**src/rtl/push_key_encoder_if.sv**
```systemverilog
// rtl/push_key_encoder_if.sv - key-code token handshake between the encoder and the calculator core
interface push_key_encoder_if;
  logic [3:0] o_key_code;
  logic       o_key_valid;
  logic       i_key_ready;

  modport master (output o_key_code, output o_key_valid, input i_key_ready);
  modport slave  (input o_key_code, input o_key_valid, output i_key_ready);
endinterface

```
**src/rtl/push_key_encoder.sv**
```systemverilog
// rtl/push_key_encoder.sv - synchronize, debounce and encode 12 push switches into a 4-deep key-code FIFO
// Optional auto-repeat of a single held key is built when KEY_REPEAT_EN is defined.
module push_key_encoder #(
  parameter int DEBOUNCE_CYCLES = 250000,
  parameter int REPEAT_DELAY    = 12500000,
  parameter int REPEAT_RATE     = 2500000
) (
  input  logic                 clk,
  input  logic                 rst,
  input  logic [11:0]          i_sw_push,
  push_key_encoder_if.master   key,
  output logic                 o_key_ovf,
  output logic                 o_key_held
);

  localparam int CW = $clog2(DEBOUNCE_CYCLES);
  localparam logic [CW-1:0] CNT_LOAD = CW'(DEBOUNCE_CYCLES - 2);
  localparam logic [CW-1:0] CNT_MAX  = CW'(DEBOUNCE_CYCLES - 1);

  logic [11:0]   sync1, sync2;
  logic [11:0]   deb, deb_prev;
  logic [CW-1:0] db_cnt;
  logic          sync_chg;

  logic [11:0]   rise;
  logic          evt;
  logic [3:0]    evt_code;

  logic [3:0]    mem [4];
  logic [1:0]    wr_ptr, rd_ptr;
  logic [2:0]    count;
  logic          full, pop, push_ok;

  // Lowest key code wins; key code k lives on switch bit 11-k.
  function automatic logic [3:0] first_code(input logic [11:0] v);
    logic [3:0] c;
    c = 4'd0;
    for (int k = 11; k >= 0; k--) begin
      if (v[11-k]) c = 4'(k);
    end
    return c;
  endfunction

  // The load fires on the edge where the counter steps into its saturated value.
  assign sync_chg = (sync1 != sync2);

  always_ff @(posedge clk or negedge rst) begin
    if (!rst) begin
      sync1    <= '0;
      sync2    <= '0;
      deb      <= '0;
      deb_prev <= '0;
      db_cnt   <= '0;
    end else begin
      sync1    <= i_sw_push;
      sync2    <= sync1;
      deb_prev <= deb;
      if (sync_chg) begin
        db_cnt <= '0;
      end else if (db_cnt != CNT_MAX) begin
        db_cnt <= db_cnt + 1'b1;
      end
      if (!sync_chg && db_cnt == CNT_LOAD) begin
        deb <= sync2;
      end
    end
  end

  assign rise       = deb & ~deb_prev;
  assign o_key_held = |deb;

`ifdef KEY_REPEAT_EN
  localparam int REP_MAX = (REPEAT_DELAY > REPEAT_RATE) ? REPEAT_DELAY : REPEAT_RATE;
  localparam int RW = $clog2(REP_MAX + 1);

  logic [RW-1:0] rep_cnt;
  logic          rep_phase;
  logic          rep_fire;
  logic          single;
  logic          vec_chg;

  assign single   = (deb != 12'd0) && ((deb & (deb - 12'd1)) == 12'd0);
  assign vec_chg  = (deb != deb_prev);
  assign rep_fire = single && !vec_chg &&
                    (rep_cnt == (rep_phase ? RW'(REPEAT_RATE - 1) : RW'(REPEAT_DELAY - 1)));

  // Counting restarts on the press edge itself, so the delay is measured from the press event.
  always_ff @(posedge clk or negedge rst) begin
    if (!rst) begin
      rep_cnt   <= '0;
      rep_phase <= 1'b0;
    end else if (!single || vec_chg) begin
      rep_cnt   <= '0;
      rep_phase <= 1'b0;
    end else if (rep_fire) begin
      rep_cnt   <= '0;
      rep_phase <= 1'b1;
    end else begin
      rep_cnt   <= rep_cnt + 1'b1;
    end
  end

  always_comb begin
    evt      = |rise;
    evt_code = first_code(rise);
    if (!(|rise) && rep_fire) begin
      evt      = 1'b1;
      evt_code = first_code(deb);
    end
  end
`else
  logic [31:0] unused_repeat_cfg;
  assign unused_repeat_cfg = REPEAT_DELAY ^ REPEAT_RATE;

  always_comb begin
    evt      = |rise;
    evt_code = first_code(rise);
  end
`endif

  assign full    = (count == 3'd4);
  assign pop     = key.o_key_valid & key.i_key_ready;
  assign push_ok = evt && (!full || pop);

  // When full, the write slot equals the head slot being popped this same edge.
  always_ff @(posedge clk or negedge rst) begin
    if (!rst) begin
      for (int i = 0; i < 4; i++) mem[i] <= '0;
      wr_ptr    <= '0;
      rd_ptr    <= '0;
      count     <= '0;
      o_key_ovf <= 1'b0;
    end else begin
      if (evt && !push_ok) begin
        o_key_ovf <= 1'b1;
      end
      if (push_ok) begin
        mem[wr_ptr] <= evt_code;
        wr_ptr      <= wr_ptr + 2'd1;
      end
      if (pop) begin
        rd_ptr <= rd_ptr + 2'd1;
      end
      case ({push_ok, pop})
        2'b10:   count <= count + 3'd1;
        2'b01:   count <= count - 3'd1;
        default: count <= count;
      endcase
    end
  end

  assign key.o_key_valid = (count != 3'd0);
  assign key.o_key_code  = mem[rd_ptr];

endmodule
```
**src/flat_wrapper.sv**
```systemverilog
// flat-port wrapper written by rule: the top's interface ports become plain ports
module push_key_encoder_flat 
#(
  parameter int DEBOUNCE_CYCLES = 250000,
  parameter int REPEAT_DELAY    = 12500000,
  parameter int REPEAT_RATE     = 2500000
)
  (clk, rst, i_sw_push, o_key_ovf, o_key_held, key_o_key_code, key_o_key_valid, key_i_key_ready);
  push_key_encoder_if key_i ();
  input  logic clk;
  input  logic rst;
  input  logic [11:0] i_sw_push;
  output logic o_key_ovf;
  output logic o_key_held;
  output wire logic [$bits(key_i.o_key_code)-1:0] key_o_key_code;
  output wire logic [$bits(key_i.o_key_valid)-1:0] key_o_key_valid;
  input wire logic [$bits(key_i.i_key_ready)-1:0] key_i_key_ready;
  assign key_o_key_code = key_i.o_key_code;
  assign key_o_key_valid = key_i.o_key_valid;
  assign key_i.i_key_ready = key_i_key_ready;
  push_key_encoder #(.DEBOUNCE_CYCLES(DEBOUNCE_CYCLES), .REPEAT_DELAY(REPEAT_DELAY), .REPEAT_RATE(REPEAT_RATE)) u_core (.clk(clk), .rst(rst), .i_sw_push(i_sw_push), .key(key_i), .o_key_ovf(o_key_ovf), .o_key_held(o_key_held));
endmodule
```
**config.mk**
```make
export PLATFORM = sky130hd
export DESIGN_NAME = push_key_encoder_flat
export DESIGN_NICKNAME = d
export VERILOG_FILES = /design/src/rtl/push_key_encoder_if.sv /design/src/rtl/push_key_encoder.sv /design/src/flat_wrapper.sv
export SDC_FILE = /design/constraint.sdc
export NUM_CORES = 1
export LEC_CHECK = 0
export BUFFER_PORTS_ARGS = -buffer_cell sky130_fd_sc_hd__buf_2
export CAP_MARGIN = 20
export CORE_ASPECT_RATIO = 0.8
export CORE_UTILIZATION = 60
export DETAILED_ROUTE_END_ITERATION = 10
export PLACE_DENSITY = 0.76
export RECOVER_POWER = 25
export SKIP_CTS_REPAIR_TIMING = 1
export SYNTH_ARGS = -nofsm -noshare
export SYNTH_HDL_FRONTEND = slang
export SYNTH_SLANG_ARGS = --single-unit
```
**constraint.sdc**
```tcl
create_clock -name clk -period 5.8 [get_ports clk]
set_clock_uncertainty 0.2 [all_clocks]
set_input_delay 0.29 -clock clk [delete_from_list [all_inputs] [get_ports clk]]
set_output_delay 0.29 -clock clk [all_outputs]
set_load 0.005 [all_outputs]
```
# After elaboration in Yosys (flattened, before gate mapping)
# Index checks and enable logic that the tools add are counted.
# classes
n_addsub	5
multipliers	0
div_mod_pow	0
order_cmp	3
n_eq_ne	6
shifts	0
mux	21
n_bitwise	5
reduce_logical	13
# ops
op	count
4-bit two-way mux	15
18-bit two-way mux	2
12-bit OR reduction	2
18-bit by 1-bit adder with 18-bit output, second input constant	1
18-bit == test, second input constant	1
18-bit inequality test, second input constant	1
16-bit bitwise mux	1
12-bit AND	1
12-bit inequality test	1
12-bit NOT	1
4-bit binary-select mux with 2-bit select	1
4-bit demux with 2-bit select	1
3-bit greater-or-equal comparator, second input constant	2
2-bit NOT with 3-bit output	2
3-bit one-hot mux with 2 select lines	1
2-bit by 1-bit adder with 2-bit output, second input constant	2
1-bit logical AND	4
2-bit nonzero test	2
3-bit by 1-bit adder with 3-bit output, second input constant	1
3-bit == test, second input constant	1
1-bit logical NOT	3
3-bit by 1-bit < comparator with 1-bit output, second input constant	1
3-bit nonzero test	1
3-bit by 1-bit subtractor with 3-bit output, second input constant	1
4 further kinds	4
# word_totals
reg_bits	90
latch_bits	0
ram_bits	0
romBits	0
in_bits	15
out_inout_bits	7
wordCells	66
mem_count	0

# Logic depth before layout (Yosys ltp)
# Gate-level depths: netlist of the first run.
# depth
word_depth	15
mapped_depth	11
ltp_nobuf	11

# Worst setup path after synthesis of the first run
# OpenSTA, ideal clock, no wires.
# synth_timing
path_kind	flip-flop to flip-flop
start	register u_core.deb[3]
end	register u_core.count[2]
setup_time_ns	0.079
t_arrival_ns	2.334
required_ns	5.521
path_slack_ns	3.187
stages_incl_launch_ff	12
path_buffers	0
period_less_slack_ns	2.613
path_cell_list	dfrtp_1 > nand2b_1 > o2111ai_1 > nor3_1 > nor2b_1 > inv_1 > ha_1 > inv_1 > fa_1 > xor2_1 > nor2_1 > xor2_1
# synth_via
elab_chain_cells	5
word_cells_on_any_way	7
classes_between	2 x eq/ne; 1 x mux; 1 x bitwise; 3 x reduce/logical
# synth_lines
element	line_no	text
start, declared	push_key_encoder.sv:21	logic [11:0] deb, deb_prev;
start signal, assigned	push_key_encoder.sv:64	deb <= sync2;
12-bit AND *	push_key_encoder.sv:69	assign rise = deb & ~deb_prev;
12-bit OR reduction *	push_key_encoder.sv:116	evt = |rise;
1-bit logical AND *	push_key_encoder.sv:123	assign push_ok = evt && (!full || pop);
2-bit by 1-bit == test with 1-bit output or 2-bit == test (tied branches)	push_key_encoder.sv:144	case ({push_ok, pop})
3-bit one-hot mux with 2 select lines or 2-bit nonzero test (tied branches)	n/a	
end signal, assigned	push_key_encoder.sv:145	2'b10: count <= count + 3'd1;
end signal, assigned	push_key_encoder.sv:146	2'b01: count <= count - 3'd1;
end signal, assigned	push_key_encoder.sv:147	default: count <= count;
end, declared	push_key_encoder.sv:31	logic [2:0] count;
# Every way passes the cells marked *; elsewhere a longest branch is shown, timed or not.
# A chain may end at the register's enable or synchronous reset.

# Final worst setup path of the first run
# Ends and elaborated chain as after synthesis.

==> results of run 1 <==
## per-stage QoR
stage	area, um2	total power (uW)	hold slack [ns]	util (%)	cells
finish	4278	1200	0.1329	71.60	420
global route	4278	1250	0.1447	71.60	420
global placement	3966	796.3	0.09566	66.39	392
CTS	4153	1205	-0.2829	69.51	407
floorplan	3776	764.7	-0.2056	-	294
detailed placement	3966	800.7	0.1005	66.39	392
## cells in the mapped netlist (2+ instances only)
cell / count / area share [%]
a31oi_1: 11 / 1.8
o22ai_1: 4 / 0.66
and3_1: 3 / 0.50
inv_1: 14 / 1.4
o211ai_1: 3 / 0.60
mux4_2: 4 / 2.4
xor2_1: 26 / 6.0
nor2_1: 25 / 2.5
mux2_4: 10 / 4.0
mux2_2: 11 / 3.3
nand2_1: 12 / 1.2
dfrtp_1: 90 / 60
a211oi_1: 2 / 0.40
o21ai_0: 3 / 0.40
nand4_1: 7 / 1.2
xnor2_1: 7 / 1.6
nor2b_1: 6 / 0.99
nor4_1: 6 / 0.99
and4_1: 3 / 0.70
nor4b_1: 2 / 0.46
clkbuf_1: 4 / 0.40
nand2b_1: 12 / 2.0
ha_1: 7 / 2.3
nand3_1: 7 / 0.93
## layout make-up
type,instances,area share [%]
sequential,90,52.65
timing repair buffer,35,5.616
tap,81,2.369
inverter,14,1.228
clock buffer,13,3.481
clock inverter,2,0.8775
multi-input combinational,185,33.78
## cell families after synthesis
| logic type | after synthesis | share of synthesized area, % |
|---|---|---|
| multiplexers | 26 | 9.907 |
| AO/OA/AOI/OAI | 27 | 4.804 |
| flip-flops | 90 | 59.64 |
| AND/OR/NAND/NOR | 91 | 13.06 |
| buffers and inverters | 19 | 2.087 |
| XOR/XNOR | 33 | 7.654 |
| adder cells (fa/ha/maj) | 8 | 2.849 |
## worst max-delay path, cell delays in order, from the launching register on
cell and delay [ns]:
dfrtp_1 0.42, nand2b_1 0.14, o2111ai_1 0.29, nor3_1 0.72, nor2b_1 0.21, inv_1 0.10
ha_1 0.18, inv_1 0.06, fa_1 0.37, xor2_1 0.15, nor2_1 0.12, xor2_1 0.16
## worst max path at each step
| stage | startpoint | end | slack (ns) | cells after the start |
|---|---|---|---|---|
| after floorplan | u_core.deb[3] | u_core.count[2] | 3.19 | 11 |
| after global placement | u_core.deb[3] | u_core.count[2] | 2.69 | 11 |
| after detailed placement | u_core.deb[3] | u_core.count[2] | 2.61 | 11 |
| after CTS | u_core.deb[3] | u_core.count[2] | 2.56 | 11 |
| after global routing | u_core.deb[3] | u_core.count[2] | 2.32 | 11 |
| final | u_core.deb[3] | u_core.count[2] | 2.62 | 11 |
## routing by layer
layer	vias to the layer above	track usage, %
met3	10	5.313
met5	-	0
met4	0	9.677
li1	1106	-
met2	29	31.65
met1	1116	30.24
## where the power goes
group	internal [uW]	switching, uW	total (uW)
clock	209	199	408
sequential	655	33.0	688
combinational	54.2	50.2	104
## flip-flops by register name, indices dropped and copies added (netlist names)
signal,count
u_core.mem,16
u_core.deb_prev,12
u_core.sync2,12
u_core.db_cnt,18
u_core.rd_ptr,2
u_core.sync1,12
u_core.count,3
u_core.deb,12
u_core.o_key_ovf,1
u_core.wr_ptr,2
==> metrics.md, run 1 <==
| Metric | Value |
|---|---|
| Status | finished, violations left |
| Failing checks | max-capacitance violations, max-slew violations |
| CP endpoint kind | flip-flop |
| Top sig layer | met4 |
| Worst vdd ir | 0.1915 mV |
| Core region area | roughly 6000 um2 |
| Most frequent cells in the layout | 90 x dfrtp_1, 26 x xor2_1, 25 x nor2_1 |
| CTS tree | done |
| Multi-input gate area | about 1400 um2 |
| Slew headroom | -46.76% |
| Rows | 25 |
| N_diodes | 0 |
| Via density | around 5.4 |
| Register area | 2252 um2 |
| DRC viols | 0 |
| CTS buffer count | 9 |
| Layout cells sized above 1 | roughly 18% |
| Reg2Reg Depth | 11 |
| GRT Util Overall | a little over a fifth |
| Starting density of the core | 63.20% |
| Initial antenna violation count | 0 |
| R2R setup slack | 2.62 ns |
| Total Nets Final | 358 |
| Net count after synthesis | ~320 |
| Vias | 2261 |
| Fill cell count | roughly 410 |
| Leakage power | 0.002012 uW |
| Register area share after synthesis | 59.64% |
| Setup CP Type | flip-flop to flip-flop |
| IO Pins | 22 |
| Routed wl met3 | 157 um |
| Syn-to-layout area delta | 13.29% |
| Mapped cell area | 3776 um2 |
| First DRT Iteration DRCs | 98 |
| Startpoint type of the worst setup path | flip-flop |
| Worst min path class | primary input to flip-flop |
| DRT Wirelength | ~6.2 mm |
| PwrDens | 280.5 nW/um2 |
| Unrepaired setup endpoints after global routing | no |
| Metal2 WL | 2.842 mm |
| Worst-Margin Slew | 2.201 ns |
| Number of synthesized flops with an enable pin | 0 |
| Clock latency on the worst-skew pair | 0.35 ns |
| First-pass GRT wire length | 10.47 mm |
| GP Congestion | between 0.8 and 0.9 |
| WHS Endpoint | u_core.rd_ptr[0] |
| Met1 wire length | 3.111 mm |
| # port buffers | 21 |
| FF+latch count, synth | 90 |
| Maximum clock frequency | around 310 MHz |
| Setup WS pre-CTS | 2.614 ns |
| HP Start | key_i_key_ready |
| # clock sinks | 90 |
| Vias in the first global route | 2166 |
| DRT Pass-1 Iters | 5 |
| Critical path peak fanout | 6 |
| Final Hold Fails | 0 |
| Die X | 90.70 um |
| FF-to-FF Start | u_core.deb[3] |
| Post-Syn Area per Cell | 12.84 um2 |
| Final setup margin | 2.623 ns |
| Data arrival, critical path | 3.25 ns |
| DR WL/cell | 14.80 um |
| Worst path required time | 5.88 ns |
| Final ANT Viol Nets | 0 |
| Async SR Flop Fraction | 100.0% |
| Hpwl dp | 4.199 mm |
| FF-to-FF End | u_core.count[2] |
| # Max-Cap Violations | 1 |
| Main synth FF type | dfrtp_1 |
| Clock buffer depth | 2 |
| Largest net degree at the start of global routing | 50 |
| Final setup TNS | 0 ns |
| Aggregate global routing overflow | 0 |
| Clock root cell | clkbuf_8 |
| Die H | ~73 um |
| Hold Path Depth | 3 |
| Slew Limit Fails | 43 |
| Final worst-path cycle share | 54.77% |
| Mapped Cells | 294 |
| Tmin final | 3.177 ns |
| Netlist cell types | 39 |
| Setup-failing EPs final | 0 |
| CTS clk-pin slew, worst paths | approximately 0.080 ns |
| Commonest non-fill, non-tap cell in the layout | dfrtp_1 |
| CTS HTree Levels | 3 |
| Area of the die | 6617 um2 |
| Synth warn | 0 |
No activity file was read; power rests on OpenSTA's default activity.
==> inputs of run 2 (changes only) <==
==> constraint.sdc (replaced) <==
create_clock -name clk -period 3.3 [get_ports clk]
set_clock_uncertainty 0.2 [all_clocks]
set_input_delay 0.165 -clock clk [delete_from_list [all_inputs] [get_ports clk]]
set_output_delay 0.165 -clock clk [all_outputs]
set_load 0.005 [all_outputs]
==> metrics.md, run 2 (synthesis results as in run 1) <==
| Metric | Value |
|---|---|
| Total power | 2099 uW (+75%) |
| FF-to-FF End | u_core.count[2] |
| Max reg flops | 18 (unchanged) |
| Crit path buf inv count | 2 (unchanged) |
| Commonest non-fill, non-tap cell in the layout | dfrtp_1 |
| Worst min path class | flip-flop to flip-flop |
| Worst-Margin Slew | 1.794 ns (-0.4072 ns) |
| Largest net degree at the start of global routing | 91 (+82%) |
| Crit-path slowest cell | nor3_2 |
| Leakage power | 0.002039 uW (+1.3%) |
| Worst vdd ir | 0.3216 mV (+68%) |
| First DRT Iteration DRCs | 73 (-26%) |
| Slew Limit Fails | 32 (-26%) |
| Finished Layout Cells | 423 (+0.71%) |
| Core region area | 5974 um2 (unchanged) |
| Via density | 5.437 (+1.0%) |
| # port buffers | 21 (unchanged) |
| # Max-Cap Violations | 1 (unchanged) |
| Fill cell count | 413 (unchanged) |
| # clock sinks | 90 (unchanged) |
| Failing checks | max-capacitance violations, max-slew violations |
| HP Start | u_core.sync1[9] |
| GRT Util Overall | 21.35% (+0.029 points) |
| CP endpoint kind | flip-flop |
| Most frequent cells in the layout | 90 x dfrtp_1, 26 x xor2_1, 25 x nor2_1 |
| Clock latency on the worst-skew pair | 0.36 ns (about the same) |
| Die H | 72.96 um (unchanged) |
| Starting density of the core | 63.20% (unchanged) |
| Largest Register | u_core.db_cnt |
| N_diodes | 0 (unchanged) |
| PwrDens | 485.9 nW/um2 (+73%) |
| Worst path required time | 3.39 ns (-2.49 ns) |
| Clock root cell | clkbuf_8 |
| Die X | 90.70 um (unchanged) |
| Slowest stage delay, CP | 0.46 ns (-0.26 ns) |
| R2R setup slack | 0.45 ns (-2.18 ns) |
| GP Congestion | 0.7798 (-4.2%) |
| Vias | 2300 (+1.7%) |
| Hpwl dp | 4.066 mm (-3.2%) |
| DR WL/cell | 14.74 um (-0.39%) |
| Unrepaired setup endpoints after global routing | no |
| Top cell family by delay on the critical path | simple AND/OR/NAND/NOR gates |
| FF-to-FF Start | u_core.deb[3] |
| Final Hold Fails | 0 (unchanged) |
| Final worst-path cycle share | 86.47% (+32 points) |
| DRT Wirelength | 6.236 mm (+0.32%) |
| WHS Endpoint | u_core.sync2[9] |
| CTS clk-pin slew, worst paths | 0.10 ns (+0.02 ns) |
| First-pass GRT wire length | 10.59 mm (+1.2%) |
| Final ANT Viol Nets | 0 (unchanged) |
| Slew headroom | -19.62% (+27 points) |
| Data arrival, critical path | 2.94 ns (-0.31 ns) |
| Tmin final | 2.854 ns (-0.3234 ns) |
| Status | finished, violations left |
| CTS buffer count | 9 (unchanged) |
| Layout cells sized above 1 | 19.88% (+1.9 points) |
| CTS tree | done |
| Setup-failing EPs final | 0 (unchanged) |
| Initial antenna violation count | 0 (unchanged) |
| Syn-to-layout area delta | 14.38% |
| Area of the die | 6617 um2 (unchanged) |
| DRT Pass-1 Iters | 4 (-1) |
| Largest regs | u_core.db_cnt (18), u_core.mem (16) |
| Final setup TNS | 0 ns (unchanged) |
| Maximum clock frequency | 350.4 MHz (+11%) |
| Aggregate global routing overflow | 0 (unchanged) |
| Critical path peak fanout | 6 (unchanged) |
| Vias in the first global route | 2142 (-1.1%) |
| Rows | 25 (unchanged) |
| Reg2Reg Depth | 11 (unchanged) |
| Hold Path Depth | 0 (-3) |
| Setup CP Type | flip-flop to flip-flop |
| Startpoint type of the worst setup path | flip-flop |
| Clock buffer depth | 2 (unchanged) |
| DRC viols | 0 (unchanged) |
| Critical path, cell by cell | nand2b_1, o2111ai_1, nor3_2, nor2b_1, inv_1, ha_1, inv_1, fa_1, xor2_1, nor2_1, xor2_1 |
| Total Nets Final | 360 (+0.56%) |
| CTS HTree Levels | 3 (unchanged) |
| IO Pins | 22 (unchanged) |
| # placed instances | 392 (unchanged) |
run 2: cell count changes in the layout (fill, tap and decap cells not counted), sizes merged:
cell	delta
clkbuf	-5
inv	+4
bufinv	-1
clkinv	+3
buf	+2
clkinvlp	-1
dlygate4sd3	+1
run 2: worst max-delay path by stage:
stage             startpoint  slack, ns         endpoint  depth (start not counted)
3_5_place_dp   u_core.deb[3]       0.30  u_core.count[2]                         11
5_1_grt        u_core.deb[3]       0.20  u_core.count[2]                         11
3_3_place_gp   u_core.deb[3]       0.49  u_core.count[2]                         11
2_1_floorplan  u_core.deb[3]       0.69  u_core.count[2]                         11
6_report       u_core.deb[3]       0.45  u_core.count[2]                         11
4_1_cts        u_core.deb[3]       0.24  u_core.count[2]                         11
run 2: power breakdown:
group / switching, uW / internal [uW] / total, uW
Clock: 409 / 288 / 698
Combinational: 90.4 / 100 / 191
Sequential: 60.1 / 1150 / 1210
run 2: final cells by class:
cell class / count / area (um2) / area share [%]
multi-input cells: 185 / 1450 / 33.57
flip-flops and latches: 90 / 2252 / 52.14
clock buffers: 9 / 123.9 / 2.868
inverters: 14 / 52.55 / 1.217
well taps: 81 / 101.3 / 2.346
clock inverters: 7 / 60.06 / 1.390
repair buffers: 37 / 279.0 / 6.460
run 2: routing by layer:
layer	GRT usage [%]	part of all wire, %	vias to the layer above	wire (um)
met5	0	0	-	0
met3	5.938	3.7	9	230
li1	-	-	1112	-
met1	30.75	50	1137	3118
met2	31.06	45	42	2797
met4	8.602	1.4	0	90
run 2: metrics by stage:
step                util [%]  setup slack (ns)  cell area, um2  hold WS [ns]
floorplan                  -            0.6873            3776       -0.3306
global placement       66.39            0.4859            3966       0.07243
detailed placement     66.39            0.3037            3966       0.07431
CTS                    69.47            0.2442            4150       -0.3170
global route           72.29            0.1975            4319        0.2116
finish                 72.29            0.4464            4319        0.2037
